$ cat src/rtl/uart_tx_buffered.sv
// Buffered UART transmitter: byte FIFO feeding a start/data/parity/stop serialiser
// with a runtime-selectable frame format and a per-bit reloaded baud counter.
//
// state    | meaning
// ---------+-------------------------------------------------------------
// S_IDLE   | no frame in progress, waiting for en and a queued byte
// S_START  | start bit (txd low)
// S_DATA   | data bits, LSB first, latched count of 5..8
// S_PARITY | parity bit over the transmitted data bits only
// S_STOP   | one or two stop bits (txd high); tx_done on the last one
module uart_tx_buffered #(
    parameter int FIFO_DEPTH = 8,
    parameter int DIV_W      = 16
) (
    input  logic                          clk,
    input  logic                          rst,
    input  logic                          en,
    input  logic [7:0]                    wr_data,
    input  logic                          wr_valid,
    output logic                          wr_ready,
    input  logic [DIV_W-1:0]              cfg_div,
    input  logic [1:0]                    cfg_dbits,
    input  logic [1:0]                    cfg_par,
    input  logic                          cfg_stop,
    output logic                          txd,
    output logic                          busy,
    output logic                          tx_done,
    output logic [$clog2(FIFO_DEPTH):0]   fifo_count
);

    localparam int AW = $clog2(FIFO_DEPTH);
    localparam int CW = AW + 1;
    localparam logic [CW-1:0] DEPTH_C = CW'(FIFO_DEPTH);

    localparam logic [2:0] S_IDLE   = 3'd0;
    localparam logic [2:0] S_START  = 3'd1;
    localparam logic [2:0] S_DATA   = 3'd2;
    localparam logic [2:0] S_PARITY = 3'd3;
    localparam logic [2:0] S_STOP   = 3'd4;

    logic [7:0]       mem_q [FIFO_DEPTH];
    logic [AW-1:0]    wr_ptr_q, wr_ptr_d;
    logic [AW-1:0]    rd_ptr_q, rd_ptr_d;
    logic [CW-1:0]    count_q, count_d;
    logic [2:0]       state_q, state_d;
    logic [DIV_W-1:0] baud_q, baud_d;
    logic [3:0]       bitcnt_q, bitcnt_d;
    logic [7:0]       shift_q, shift_d;
    logic             par_en_q, par_en_d;
    logic             par_bit_q, par_bit_d;
    logic             stop2_q, stop2_d;
    logic             txd_q, txd_d;

    logic       wr_accept;
    logic       pop;
    logic       can_start;
    logic       bit_end;
    logic [7:0] head;
    logic [3:0] nbits;
    logic [7:0] masked;

    assign wr_ready   = (count_q < DEPTH_C);
    assign wr_accept  = wr_valid && wr_ready;
    assign can_start  = en && (count_q != '0);
    assign bit_end    = (baud_q == '0);
    assign head       = mem_q[rd_ptr_q];
    assign nbits      = 4'd5 + {2'b00, cfg_dbits};
    assign masked     = head & (8'hFF >> (4'd8 - nbits));

    assign txd        = txd_q;
    assign busy       = (state_q != S_IDLE);
    assign tx_done    = (state_q == S_STOP) && bit_end && !stop2_q;
    assign fifo_count = count_q;

    always_comb begin
        state_d   = state_q;
        baud_d    = baud_q;
        bitcnt_d  = bitcnt_q;
        shift_d   = shift_q;
        par_en_d  = par_en_q;
        par_bit_d = par_bit_q;
        stop2_d   = stop2_q;
        pop       = 1'b0;

        if (state_q != S_IDLE) begin
            baud_d = bit_end ? cfg_div : baud_q - DIV_W'(1);
        end

        case (state_q)
            S_IDLE: pop = can_start;
            S_START: begin
                if (bit_end) state_d = S_DATA;
            end
            S_DATA: begin
                if (bit_end) begin
                    shift_d  = shift_q >> 1;
                    bitcnt_d = bitcnt_q - 4'd1;
                    if (bitcnt_q == 4'd1) state_d = par_en_q ? S_PARITY : S_STOP;
                end
            end
            S_PARITY: begin
                if (bit_end) state_d = S_STOP;
            end
            S_STOP: begin
                if (bit_end) begin
                    if (stop2_q) begin
                        stop2_d = 1'b0;
                    end else begin
                        state_d = S_IDLE;
                        pop     = can_start;
                    end
                end
            end
            default: state_d = S_IDLE;
        endcase

        // Frame format is captured here so mid-frame config writes only affect later frames.
        if (pop) begin
            state_d   = S_START;
            baud_d    = cfg_div;
            shift_d   = head;
            bitcnt_d  = nbits;
            par_en_d  = (cfg_par == 2'b01) || (cfg_par == 2'b10);
            par_bit_d = (cfg_par == 2'b01) ? ~^masked : ^masked;
            stop2_d   = cfg_stop;
        end
    end

    always_comb begin
        txd_d = 1'b1;
        case (state_q)
            S_START:  txd_d = 1'b0;
            S_DATA:   txd_d = shift_q[0];
            S_PARITY: txd_d = par_bit_q;
            default:  txd_d = 1'b1;
        endcase
    end

    always_comb begin
        wr_ptr_d = wr_ptr_q + AW'(wr_accept);
        rd_ptr_d = rd_ptr_q + AW'(pop);
        count_d  = count_q + CW'(wr_accept) - CW'(pop);
    end

    always_ff @(posedge clk) begin
        if (wr_accept) mem_q[wr_ptr_q] <= wr_data;
    end

    always_ff @(posedge clk or posedge rst) begin
        if (rst) begin
            wr_ptr_q  <= '0;
            rd_ptr_q  <= '0;
            count_q   <= '0;
            state_q   <= S_IDLE;
            baud_q    <= '0;
            bitcnt_q  <= '0;
            shift_q   <= '0;
            par_en_q  <= 1'b0;
            par_bit_q <= 1'b0;
            stop2_q   <= 1'b0;
            txd_q     <= 1'b1;
        end else begin
            wr_ptr_q  <= wr_ptr_d;
            rd_ptr_q  <= rd_ptr_d;
            count_q   <= count_d;
            state_q   <= state_d;
            baud_q    <= baud_d;
            bitcnt_q  <= bitcnt_d;
            shift_q   <= shift_d;
            par_en_q  <= par_en_d;
            par_bit_q <= par_bit_d;
            stop2_q   <= stop2_d;
            txd_q     <= txd_d;
        end
    end

endmodule
$ cat config.mk
export PLATFORM = sky130hd
export DESIGN_NAME = uart_tx_buffered
export DESIGN_NICKNAME = d
export VERILOG_FILES = /design/src/rtl/uart_tx_buffered.sv
export SDC_FILE = /design/constraint.sdc
export NUM_CORES = 1
export LEC_CHECK = 0
export BUFFER_PORTS_ARGS = -buffer_cell sky130_fd_sc_hd__buf_4
export CORE_MARGIN = 1
export CORE_UTILIZATION = 40
export CTS_CLUSTER_SIZE = 16
export DETAILED_ROUTE_END_ITERATION = 10
export SYNTH_ARGS = -nofsm -noshare
export SYNTH_HDL_FRONTEND = slang
export SYNTH_SLANG_ARGS = --single-unit
$ cat constraint.sdc
create_clock -name clk -period 7.8 [get_ports clk]
set_clock_uncertainty 0.15 [all_clocks]
set_input_delay 0 -clock clk [delete_from_list [all_inputs] [get_ports clk]]
set_output_delay 0 -clock clk [all_outputs]
set_load 0.01 [all_outputs]
==> results.py <==
metrics = {
    "timing": {
        "min_period_ns": 3.819,
        "rsz0062_at_grt": "false",
        "finalMaxSlewViolations": 0,
        "slew-limit-headroom": 0.2208,
        "tightest_slew_ns": 1.164,
        "fin_crit_sh": 0.4896,
        "hold_ws_ns": 0.1034,
        "fmax_mhz": 261.8,
        "setup_viol_count_final": 0,
        "setup_ws_ns": 3.981,
        "tns_ns": 0,
        "hold_viol": 0,
    },
    "place": {
        "dp_hpwl_um": 6775,
        "gp_congestion": 0.8413,
        "placed_area_mm2": 0.005657,
        "io_buffers": 40,
        "pre_cts_slack_ns": 3.994,
    },
    "flow_run": {
        "max_cap_violations": 0,
    },
    "clock_tree": {
        "ctsHoldBuffers": 30,
        "cts-root-buf": "clkbuf_16",
        "clock_path_buffers": 2,
        "cts_max_level": 3,
        "cts.sinks": 109,
        "cts_tree": "yes",
        "cts_buffers": 9,
        "clk_latency_ns": 0.36,
        "clk_pin_slew_ns": 0.08,
        "cts_setup_buffers": 0,
        "cts-resized-gates": 0,
    },
    "setup_path": {
        "crit_top_cell": "inv_1",
        "max_stage_delay_ns": 0.58,
        "worstSetupPathType": "reg2reg",
        "path_cells": "inv_1 -> ha_1 -> nor3b_1 -> nand3_1 -> or3_1 -> a21bo_1 -> nand2_1 -> nand2_1 -> ha_1 -> inv_1 -> fa_1 -> inv_1",
        "critPathSlowestCell": "or3_1",
        "worst_ep_required_time_ns": 7.95,
        "arrival_ns": 3.97,
        "worstSetupStartpointType": "flop",
        "crit_path_end_kind": "flop",
        "path_max_fanout": 19,
    },
    "floorplan": {
        "start_util": 0.4124,
        "dieArea_mm2": 0.01352,
        "row_count": 41,
        "die_h_um": 116.3,
        "die_width_um": 116.3,
        "core_area_mm2": 0.01267,
        "ios": 41,
    },
    "yosys": {
        "synth_area_mm2": 0.005225,
        "ys_seq_elements": 109,
        "synth_cell_type_count": 54,
        "syn-num-nets": 456,
        "syn_area_per_cell_um2": 12.84,
        "async_flop_share": 0.4128,
        "synth_edf_count": 64,
        "yosys_warnings": 0,
        "synthFlopType": "edfxtp_1",
        "ys_seq_area_frac": 0.5836,
        "netlist_instances": 407,
    },
    "grt": {
        "grt_max_degree": 46,
        "gr-usage-all-layers": 0.1674,
        "grt_pass1_vias": 3435,
        "grt_overflow": 0,
        "grt_pass1_wl_um": 16790,
        "antenna_found_initial": 0,
    },
    "final_layout": {
        "antennaDiodeCount": 0,
        "drive_above_1_share": 0.1916,
        "area_growth_pct": 19.95,
        "post-route-cell-area_mm2": 0.006267,
        "nets": 519,
    },
    "drt": {
        "vias": 3334,
        "firstDrtPassIters": 4,
        "ant_nets": 0,
        "wl_per_cell_um": 15.75,
        "via_per_inst": 5.153,
        "drtIter0Drc": 283,
        "post-route-drc-count": 0,
        "wirelength_um": 10190,
    },
    "hold_path": {
        "hp-class": "in2reg",
    },
    "power": {
        "power_density_mw_per_mm2": 324.8,
        "p_leak_nw": 2.378,
        "ir_worst_vdd_uv": 208.7,
    },
    "status": {
        "status": "complete, no violations",
    },
}
==> final cells by class <==
class	instances	area [um^2]
Multi-Input combinational cell	258	1998
Clock buffer	9	225.2
Timing Repair Buffer	73	623.1
Sequential cell	109	3049
Fill cell	1135	6404
Tap cell	172	215.2
Inverter	19	71.32
Clock inverter	7	85.08
==> report_power, final <==
part / internal, W / total [W] / switching (W) / leakage, nW
Sequential: 0.000750 / 0.000896 / 0.000146 / 1.13
Clock: 0.000256 / 0.000476 / 0.000220 / 0.146
Combinational: 0.000338 / 0.000664 / 0.000326 / 1.10
Total: 0.00134 / 0.00204 / 0.000692 / 2.38
==> placed cells by master, fill, tap and decap left out, types with 3 or more instances in the layout <==
| master | n |
|---|---|
| a21o_1 | 3 |
| a21oi_1 | 20 |
| a221o_1 | 8 |
| a22oi_1 | 6 |
| a31oi_1 | 3 |
| buf_4 | 43 |
| clkbuf_16 | 9 |
| dfrtp_1 | 44 |
| dlygate4sd3_1 | 30 |
| edfxtp_1 | 64 |
| ha_1 | 15 |
| inv_1 | 17 |
| mux2i_1 | 7 |
| mux4_2 | 18 |
| nand2_1 | 27 |
| nand2b_1 | 6 |
| nand3_1 | 3 |
| nor2_1 | 37 |
| nor3_1 | 11 |
| nor4_1 | 5 |
| o21ai_0 | 24 |
| o21ai_1 | 3 |
| o22a_1 | 3 |
| or3_1 | 5 |
| xnor2_1 | 9 |
| xor2_1 | 13 |
==> path summary, 6_finish.rpt <==
| kind | start | to | slack, ns | cells past startpoint |
|---|---|---|---|---|
| max | baud_q[0] | fifo_count[1] | 3.98 | 12 |
| min | wr_valid | wr_ptr_q[0] | 0.10 | 3 |
| min in group asynchronous | rst | baud_q[3] | 0.28 | 3 |
| min reg2reg | baud_q[14] | baud_q[14] | 0.33 | 1 |
| max in group asynchronous | rst | baud_q[12] | 6.64 | 3 |
| max reg2reg | baud_q[0] | fifo_count[1] | 3.98 | 12 |
==> flip-flops by register name, summed over array words and instances (netlist names) <==
name        flops
bitcnt_q        4
shift_q         8
stop2_q         1
par_bit_q       1
txd             1
par_en_q        1
rd_ptr_q        3
wr_ptr_q        3
state_q         3
mem_q          64
baud_q         16
fifo_count      4
==> routing by layer <==
metal / vias to the layer above / wire (um) / GRT usage
li1: 1630 / - / -
met1: 1628 / 4680 / 0.2045
met2: 70 / 5006 / 0.2868
met3: 6 / 436 / 0.05449
met4: 0 / 68 / 0.04103
met5: - / 0 / 0
==> worst max-delay path, delay by kind of cell (launching register included) <==
kind                     cells  cell delay, ns
AO/OA/AOI/OAI                1            0.48
adder cells (fa/ha/maj)      3            0.77
flip-flops                   1            0.41
AND/OR/NAND/NOR              5            1.73
buffers and inverters        3            0.24
==> Yosys cell counts (2+ instances only) <==
cell	instances	area, um^2
or3_1	5	31.28
nor2b_1	2	12.51
nor3b_1	2	15.01
o2bb2ai_1	2	17.52
nand2_1	27	101.4
buf_6	4	45.04
inv_1	18	67.56
xor2_1	13	113.9
ha_1	15	187.7
a21o_1	3	22.52
o22ai_1	3	18.77
mux2i_1	7	70.07
edfxtp_1	64	1922
buf_2	3	15.01
dfrtp_1	44	1101
a21oi_1	20	100.1
nor4_1	5	31.28
clkbuf_1	13	48.80
mux4_2	18	405.4
nand4_1	2	12.51
o21ai_0	24	120.1
o21ai_1	3	15.01
a31oi_1	3	18.77
xnor2_1	9	78.83
nand2b_1	6	37.54
nor3_1	11	55.05
a221o_1	8	80.08
a22oi_1	6	45.04
or2_2	2	12.51
nor2_1	37	138.9
nand3_1	3	15.01
o22a_1	3	26.28
==> cell families after synthesis <==
| kind of cell | Yosys count | synth area share |
|---|---|---|
| flops | 109 | 0.5836 |
| simple gates | 107 | 0.09866 |
| compound gates | 86 | 0.1085 |
| buf+inv | 40 | 0.03520 |
| mux | 26 | 0.09315 |
| xor+xnor | 23 | 0.04119 |
| fa+ha+maj | 16 | 0.03975 |
==> stage by stage <==
step,cells,power [W],utilization
3_3_place_gp,601,0.001549,0.4464
5_1_grt,647,0.002175,0.4946
2_1_floorplan,407,0.001395,-
3_5_place_dp,601,0.001567,0.4464
6_report,647,0.002036,0.4946
4_1_cts,647,0.002059,0.4946
No activity file was read; power rests on OpenSTA's default activity.
